<file path="src/rtl/scan_mode_ctrl.sv">
// PS/2 scan-code mode controller: make/break/extended decoding, edit/play mode FSM,
// key forwarding to the active edit block, play start/stop handshake, blinking mode LEDs.
module scan_mode_ctrl #(
    parameter int                    NUM_EDIT  = 3,
    parameter logic [NUM_EDIT*8-1:0] KEY_CODES = {8'h3A, 8'h32, 8'h4B},
    parameter logic [7:0]            PLAY_KEY  = 8'h29,
    parameter logic [7:0]            EXIT_KEY  = 8'h5A,
    parameter logic [7:0]            ABORT_KEY = 8'h76,
    parameter int                    BLINK_DIV = 1_250_000,
    parameter logic [31:0]           TIMEOUT   = 32'd500_000_000
) (
    input  logic                CLOCK_50,
    input  logic                nReset,
    input  logic [7:0]          data,
    input  logic                data_en,
    input  logic                bpm_valid,
    input  logic                play_en,
    output logic [NUM_EDIT-1:0] edit_en,
    output logic                play_active,
    output logic                start,
    output logic                stop,
    output logic [7:0]          key_data,
    output logic                key_ext,
    output logic                key_valid,
    output logic [NUM_EDIT:0]   led
);

    typedef enum logic [1:0] {
        S_IDLE = 2'd0,
        S_EDIT = 2'd1,
        S_ARM  = 2'd2,
        S_RUN  = 2'd3
    } state_t;

    localparam logic [31:0] BLINK_LAST = 32'(BLINK_DIV - 1);
    localparam logic [31:0] TMO_LAST   = TIMEOUT - 32'd1;

    state_t              state_q, state_d;
    logic [2:0]          mode_q, mode_d;
    logic                brk_q, brk_d, ext_q, ext_d;
    logic [31:0]         tmo_q, tmo_d;
    logic [31:0]         blink_q, blink_d;
    logic                phase_q, phase_d;
    logic                isMake, hit, fwd, stopEv;
    logic [2:0]          hitIdx;

    logic [NUM_EDIT-1:0] editEn_q, editEn_d;
    logic [NUM_EDIT:0]   led_q, led_d;
    logic                playAct_q, start_q, stop_q;
    logic [7:0]          keyData_q;
    logic                keyExt_q, keyValid_q;

    // A byte is a make event only if no F0 preceded it; prefixes are consumed here.
    always_comb begin
        brk_d  = brk_q;
        ext_d  = ext_q;
        isMake = 1'b0;
        if (data_en) begin
            if (data == 8'hF0) begin
                brk_d = 1'b1;
            end else if (data == 8'hE0) begin
                ext_d = 1'b1;
            end else begin
                isMake = !brk_q;
                brk_d  = 1'b0;
                ext_d  = 1'b0;
            end
        end
    end

    // Scan from the top so the lowest matching mode index is the one kept.
    always_comb begin
        hit    = 1'b0;
        hitIdx = '0;
        for (int k = NUM_EDIT - 1; k >= 0; k--) begin
            if (data == KEY_CODES[k*8 +: 8]) begin
                hit    = 1'b1;
                hitIdx = 3'(k);
            end
        end
    end

    always_comb begin
        state_d = state_q;
        mode_d  = mode_q;
        fwd     = 1'b0;
        stopEv  = 1'b0;
        case (state_q)
            S_IDLE: begin
                if (isMake) begin
                    if (hit) begin
                        state_d = S_EDIT;
                        mode_d  = hitIdx;
                    end else if (data == PLAY_KEY && bpm_valid) begin
                        state_d = S_ARM;
                    end
                end
            end
            S_EDIT: begin
                if (int'(mode_q) >= NUM_EDIT) begin
                    state_d = S_IDLE;
                end else if (isMake) begin
                    if (data == EXIT_KEY) state_d = S_IDLE;
                    else                  fwd     = 1'b1;
                end else if (TIMEOUT != 32'd0 && tmo_q == TMO_LAST) begin
                    state_d = S_IDLE;
                end
            end
            S_ARM: begin
                if (isMake && data == ABORT_KEY) begin
                    state_d = S_IDLE;
                    stopEv  = 1'b1;
                end else if (play_en) begin
                    state_d = S_RUN;
                end
            end
            S_RUN: begin
                if (isMake && data == ABORT_KEY) begin
                    state_d = S_IDLE;
                    stopEv  = 1'b1;
                end else if (!play_en) begin
                    state_d = S_IDLE;
                end
            end
            default: state_d = S_IDLE;
        endcase
    end

    // Inactivity counter only runs while staying in an edit mode without key strokes.
    always_comb begin
        tmo_d = '0;
        if (TIMEOUT != 32'd0 && state_q == S_EDIT && state_d == S_EDIT && !isMake)
            tmo_d = tmo_q + 32'd1;
        phase_d = phase_q;
        if (blink_q == BLINK_LAST) begin
            blink_d = '0;
            phase_d = ~phase_q;
        end else begin
            blink_d = blink_q + 32'd1;
        end
    end

    always_comb begin
        editEn_d = '0;
        led_d    = '0;
        for (int k = 0; k < NUM_EDIT; k++) begin
            editEn_d[k] = (state_d == S_EDIT) && (mode_d == 3'(k));
            led_d[k]    = editEn_d[k] ? phase_d : 1'b1;
        end
        led_d[NUM_EDIT] = (state_d == S_ARM) || (state_d == S_RUN);
    end

    always_ff @(posedge CLOCK_50 or negedge nReset) begin
        if (!nReset) begin
            state_q     <= S_IDLE;
            mode_q      <= '0;
            brk_q       <= 1'b0;
            ext_q       <= 1'b0;
            tmo_q       <= '0;
            blink_q     <= '0;
            phase_q     <= 1'b0;
            editEn_q    <= '0;
            led_q       <= '0;
            playAct_q   <= 1'b0;
            start_q     <= 1'b0;
            stop_q      <= 1'b0;
            keyData_q   <= '0;
            keyExt_q    <= 1'b0;
            keyValid_q  <= 1'b0;
        end else begin
            state_q     <= state_d;
            mode_q      <= mode_d;
            brk_q       <= brk_d;
            ext_q       <= ext_d;
            tmo_q       <= tmo_d;
            blink_q     <= blink_d;
            phase_q     <= phase_d;
            editEn_q    <= editEn_d;
            led_q       <= led_d;
            playAct_q   <= (state_d == S_ARM) || (state_d == S_RUN);
            start_q     <= (state_d == S_ARM) && (state_q != S_ARM);
            stop_q      <= stopEv;
            keyValid_q  <= fwd;
            if (fwd) begin
                keyData_q <= data;
                keyExt_q  <= ext_q;
            end
        end
    end

    assign edit_en     = editEn_q;
    assign led         = led_q;
    assign play_active = playAct_q;
    assign start       = start_q;
    assign stop        = stop_q;
    assign key_data    = keyData_q;
    assign key_ext     = keyExt_q;
    assign key_valid   = keyValid_q;

endmodule
</file>
<file path="config.mk">
export PLATFORM = sky130hd
export DESIGN_NAME = scan_mode_ctrl
export DESIGN_NICKNAME = d
export VERILOG_FILES = /design/src/rtl/scan_mode_ctrl.sv
export SDC_FILE = /design/constraint.sdc
export NUM_CORES = 1
export LEC_CHECK = 0
export BUFFER_PORTS_ARGS = -buffer_cell sky130_fd_sc_hd__buf_2
export CORE_MARGIN = 3
export CORE_UTILIZATION = 35
export DETAILED_ROUTE_END_ITERATION = 8
export SETUP_SLACK_MARGIN = 0.4
export SYNTH_ARGS = -nofsm -noshare
export SYNTH_HDL_FRONTEND = slang
export SYNTH_SLANG_ARGS = --single-unit
export TNS_END_PERCENT = 20
</file>
<file path="constraint.sdc">
create_clock -name CLOCK_50 -period 2.05 [get_ports CLOCK_50]
set_input_delay 0.1025 -clock CLOCK_50 [delete_from_list [all_inputs] [get_ports CLOCK_50]]
set_output_delay 0.1025 -clock CLOCK_50 [all_outputs]
set_load 0.01 [all_outputs]
</file>
# After elaboration in Yosys (flattened, before gate mapping)
# Cells that the tools add are included.
[word_totals] reg_bits=92 input_bits=13
[op_classes] n_addsub=2 n_lt_le_gt_ge=1 eq_ne=20 mux=39 n_bitwise=2 n_reduce_logical=16
[op_table] cell="$add A32 B1 Y32 const B" count=2
[op_table] cell="$mux W32" count=2
[op_table] cell="$eq A32 B21 Y1 const B" count=1
[op_table] cell="$eq A32 B29 Y1 const B" count=1
[op_table] cell="$eq A8 B6 Y1 const B" count=3
[op_table] cell="$eq A8 B7 Y1 const B" count=3
[op_table] cell="$mux W2" count=12
[op_table] cell="$mux W1" count=19
[op_table] cell="$eq A8 B8 Y1 const B" count=2
[op_table] cell="$mux W3" count=5
[op_table] cell="$eq A2 B2 Y1 const B" count=4
[op_table] cell="$logic_and A1 B1 Y1" count=8
[op_table] cell="$pmux W2 S4" count=1
[op_table] cell="$eq A2 B1 Y1 const B" count=2
[op_table] cell="$ne A2 B2 Y1 const B" count=2
[op_table] cell="$reduce_and A2 Y1" count=2
[op_table] cell="$eq A3 B1 Y1 const B" count=1
[op_table] cell="$eq A3 B2 Y1 const B" count=1
[op_table] cell="$ge A3 B2 Y1 const B" count=1
[op_table] cell="$logic_not A3 Y1" count=1
[op_table] cell="$logic_not A1 Y1" count=2
[op_table] cell="$logic_not A2 Y1" count=1
[op_table] cell="$not A1 Y1" count=2
[op_table] cell="$reduce_or A2 Y1" count=1
[op_table] cell="$logic_or A1 B1 Y1" count=1

# Logic depth before layout (Yosys ltp)
[logic_depth] word_depth=11 mapped_depth=7 ltp_nobuf=7

# Worst setup path after synthesis
# No wires, ideal clock.
[synth_timing] path_kind="flip-flop to flip-flop" startpoint="register blink_q[19]" endpoint="register led_q[1] (netlist: led[1])" setup_time_ns=0.142 arrival_time_ns=1.665 setup_slack_ns=0.243 stages_incl_launch_ff=6 n_path_buf=0 cell_sequence="dfrtp_1 or4b_4 nor4_4 xor2_1 a311oi_2 nand3_1"
[synth_between] elab_chain_len=3
[synth_rtl] item="start: declaration" line_no="42" source="logic [31:0] blink_q, blink_d;"
[synth_rtl] item="start signal: assignment" line_no="176" source="blink_q <= blink_d;"
[synth_rtl] item="$eq A32 B21 Y1" line_no="135" source="if (blink_q == BLINK_LAST) begin"
[synth_rtl] item="$mux W1" line_no="135"
[synth_rtl] item="named net phase_d" line_no="43" source="logic phase_q, phase_d;"
[synth_rtl] item="$mux W1" line_no="148" source="led_d[k] = editEn_d[k] ? phase_d : 1'b1;"
[synth_rtl] item="named net led_d[1]" line_no="48" source="logic [NUM_EDIT:0] led_q, led_d;"
[synth_rtl] item="end signal: assignment" line_no="179" source="led_q <= led_d;"
[synth_rtl] item="end: declaration" line_no="48"
# The timed path passes the listed nets, and every way through them passes these cells.
# A chain may end at the register's enable or synchronous reset.

# Final worst setup path
[layout_timing] startpoint="register blink_q[13]" endpoint="register led_q[1] (netlist: led[1])"
# The elaborated chain is that of the path after synthesis.

==> summary.txt <==
Clocking
  – Root buf cell: clkbuf_16
  – CTS Sinks: 90
  – TritonCTS buffer count: 9
  – Clock buffer depth: 2
  – Clock Pin Slew Worst Setup and Hold Paths: 60 ps
  – Insertion delay to the later sink of the worst-skew pair: between 300 and 400 ps
  – CTS H-tree lvls: 3
  – CTS tree: built

Place
  – Number of buffers added on ports: 32
  – Placer Congestion: 0.805
  – Cell total after placement: between 500 and 600
  – Pre-CTS setup slack: ~89 ps
  – Dpl hpwl: 6.10 mm

Layout
  – Nets@finish: 500
  – Final std cells w/o fill: 633
  – Layout area overhead: 32.8%
  – Antenna cells: 0
  – Share of cells above drive strength 1: approximately 33%
  – Final Util: between 40 and 50%

Timing
  – RSZ-0062 raised after global routing: yes
  – F_max: roughly 530 MHz
  – Final period util: 92.3%
  – Max_slew headroom: between 60% and 70%
  – Setup TNS: 0 ps
  – Tmin final: roughly 1900 ps
  – Final worst slack: 158 ps
  – Fin. Hold Viols: 0
  – Final setup vio count: 0
  – Worst Tran Pin Value: approximately 580 ps
  – Slew Limit Fails: 0
  – Skew final: between 7 and 8 ps

Critical path
  – Worst Setup Start Kind: flop
  – CP Max Fanout: 4
  – Crit path max-delay family: simple AND/OR/NAND/NOR gates
  – Crit Path Class: flop to flop
  – Critical path cell sequence: nor4_1 > nand4_1 > nor4_4 > xor2_1 > a311oi_2 > nand3_1
  – Crit. End Element: flop
  – Data arrival time of the critical path: around 2100 ps
  – Critical path buffer and inverter count: 0
  – Max incr delay on CP: approximately 420 ps
  – Slowest cell on crit path: dfrtp_1
  – Req. time, crit path: 2240 ps

Routing
  – Pre-Repair DR Iteration Count: 4
  – First DRT Iteration DRCs: 124
  – Via count of the routed design: between 3k and 4k
  – Drt wl/cell: about 15 um
  – Via-to-Cell Ratio: about 5
  – DRC: 0
  – Post-DRT Antenna Nets: 0
  – WL final: 9.44 mm

Power
  – Sw Ratio: 23.6%
  – Internal power: roughly 3400 uW
  – Sequential share of power: 44.6%
  – Comb pwr share: between 10 and 15%
  – Worst-case vdd ir drop: between 0.0004 and 0.0005 V
  – Pleak: around 0.0025 uW
  – PD cells: 785 nW/um^2
  – Switching power: ~1000 uW
  – Clock share of power: around two fifths

Min path
  – Hold crit path type: input port to flop

GRT
  – Largest net degree at the start of global routing: slightly below 50
  – First-pass GRT wire length: roughly 15 mm
  – Total grt overflow: 0
  – Vias in the first global route: between 3k and 4k
  – Overall Global Routing Usage: 14.3%
  – Initial antenna violation count: 0

Synthesis
  – Mean Syn Cell Area: 10.6 um^2
  – Top post-synthesis cells by count: dfrtp_1 (90), nor2_1 (58), xor2_1 (32)
  – Cell area after synthesis: between 4000 and 5000 um^2
  – Synth top area share: around 53%
  – Post-synth net total: slightly above 400
  – Predominant post-synthesis flop cell: dfrtp_1
  – Synth Instances: 400
  – Most numerous cell in the Yosys netlist: dfrtp_1
  – Post-synthesis sequential area ratio: 53.1%
  – Async set or reset register ratio after synthesis: 100%
  – Post-synthesis cell type count: 48
  – Yosys warns: 0
  – #FFs+latches synth: 90
  – Post-synth top area cell: dfrtp_1
  – Synth top area cells: dfrtp_1 (53%), xor2_1 (6.6%), xnor2_1 (5.4%), nor2_1 (5.1%), nand3_1 (3.4%)
  – EDFF count, synth: 0

Status
  – Status: finished, final reports clean

Floorplanning
  – FP Rows: 39
  – Die H: around 120 um
  – Area of the die: 13500 um^2
  – Die width: ~120 um
  – Initial Util: between 30% and 40%
  – Io pins: 33
  – Core ar.: around 12000 um^2

Run
  – Maximum capacitance violations: 0
==> per-stage QoR <==
step	total power, uW	area [um^2]	hold WS (ps)
after global placement	2490	4700	139
after global routing	4610	5640	65.8
final	4420	5640	58.6
after CTS	4430	5330	47.4
after detailed placement	2510	4700	146
after floorplan	2260	4250	-193
==> power by group through the flow <==
stage | Sequential, uW | Combinational, uW | Clock, uW
6_report | 1970 | 619 | 1830
5_1_grt | 1990 | 678 | 1940
4_1_cts | 1970 | 589 | 1870
3_5_place_dp | 2000 | 500 | 0
3_3_place_gp | 2000 | 496 | 0
2_1_floorplan | 2060 | 203 | 0
==> final cells by class <==
cell class	instances	area [um^2]
multi-input combinational	291	2150
sequential	90	2250
tap	143	179
fill	1054	5980
timing repair buffer	80	666
inverter	13	48.8
clock inverter	4	72.6
clock buffer	12	267
==> registers in the layout, indices dropped and copies added, names as in the netlist <==
register and cells:
state_q 1, key_data 8, phase_q 1, led 4
key_valid 1, tmo_q 32, blink_q 32, stop 1
start 1, key_ext 1, brk_q 1, mode_q 3
edit_en 3, ext_q 1
==> worst register-to-register path: stages, from the launching register on <==
cell and delay [ps]:
dfrtp_1 420, nor4_1 300, nand4_1 180, nor4_4 320
xor2_1 140, a311oi_2 280, nand3_1 110
==> layer usage <==
| layer | up-vias | share of wire (%) | GRT usage, % |
|---|---|---|---|
| li1 | 1546 | - | - |
| met1 | 1619 | 46 | 19.3 |
| met2 | 61 | 49 | 23.1 |
| met3 | 11 | 3.7 | 3.01 |
| met4 | 0 | 1.2 | 4.56 |
| met5 | - | 0 | 0 |
==> final timing paths <==
kind                                       start                   to  slack (ps)  depth (start not counted)
hold / removal                         bpm_valid      start$_DFF_PN0_          60                          3
hold reg to reg                phase_q$_DFF_PN0_    phase_q$_DFF_PN0_         470                          1
setup / recovery           blink_q[13]$_DFF_PN0_     led[1]$_DFF_PN0_         160                          6
max in group asynchronous                 nReset  mode_q[2]$_DFF_PN0_        1080                          3
min in group asynchronous                 nReset  tmo_q[27]$_DFF_PN0_         320                          2
setup reg to reg           blink_q[13]$_DFF_PN0_     led[1]$_DFF_PN0_         160                          6
==> timing repair <==
action	4_1_cts	5_1_grt
setup endpoints to repair	74	76
gates resized for setup	24	39
pin swaps	11	20
hold buffers	2	0
buffers inserted	13	15
hold endpoints to repair	44	0
gates cloned	2	1
==> cell usage in the layout (no fill, tap or decap), types with 9 or more instances in the layout <==
cell type,netlist,final
buf_2,1,31
nand4_1,14,14
inv_1,13,12
nand2_1,30,30
xnor2_1,26,26
xor2_1,32,31
buf_4,1,33
dfrtp_1,90,90
nor2_1,58,48
mux2_2,9,9
nand3_1,29,24
nor2_4,0,9
clkbuf_16,0,10
==> cells by family after synthesis <==
| family | after synthesis | synth area share (%) |
|---|---|---|
| compound gates | 18 | 3.48 |
| flops | 90 | 53.1 |
| xor+xnor | 58 | 12.0 |
| fa+ha+maj | 2 | 0.590 |
| simple gates | 203 | 26.5 |
| mux | 10 | 2.62 |
| buf+inv | 19 | 1.80 |
(Power assumes the default switching activity.)
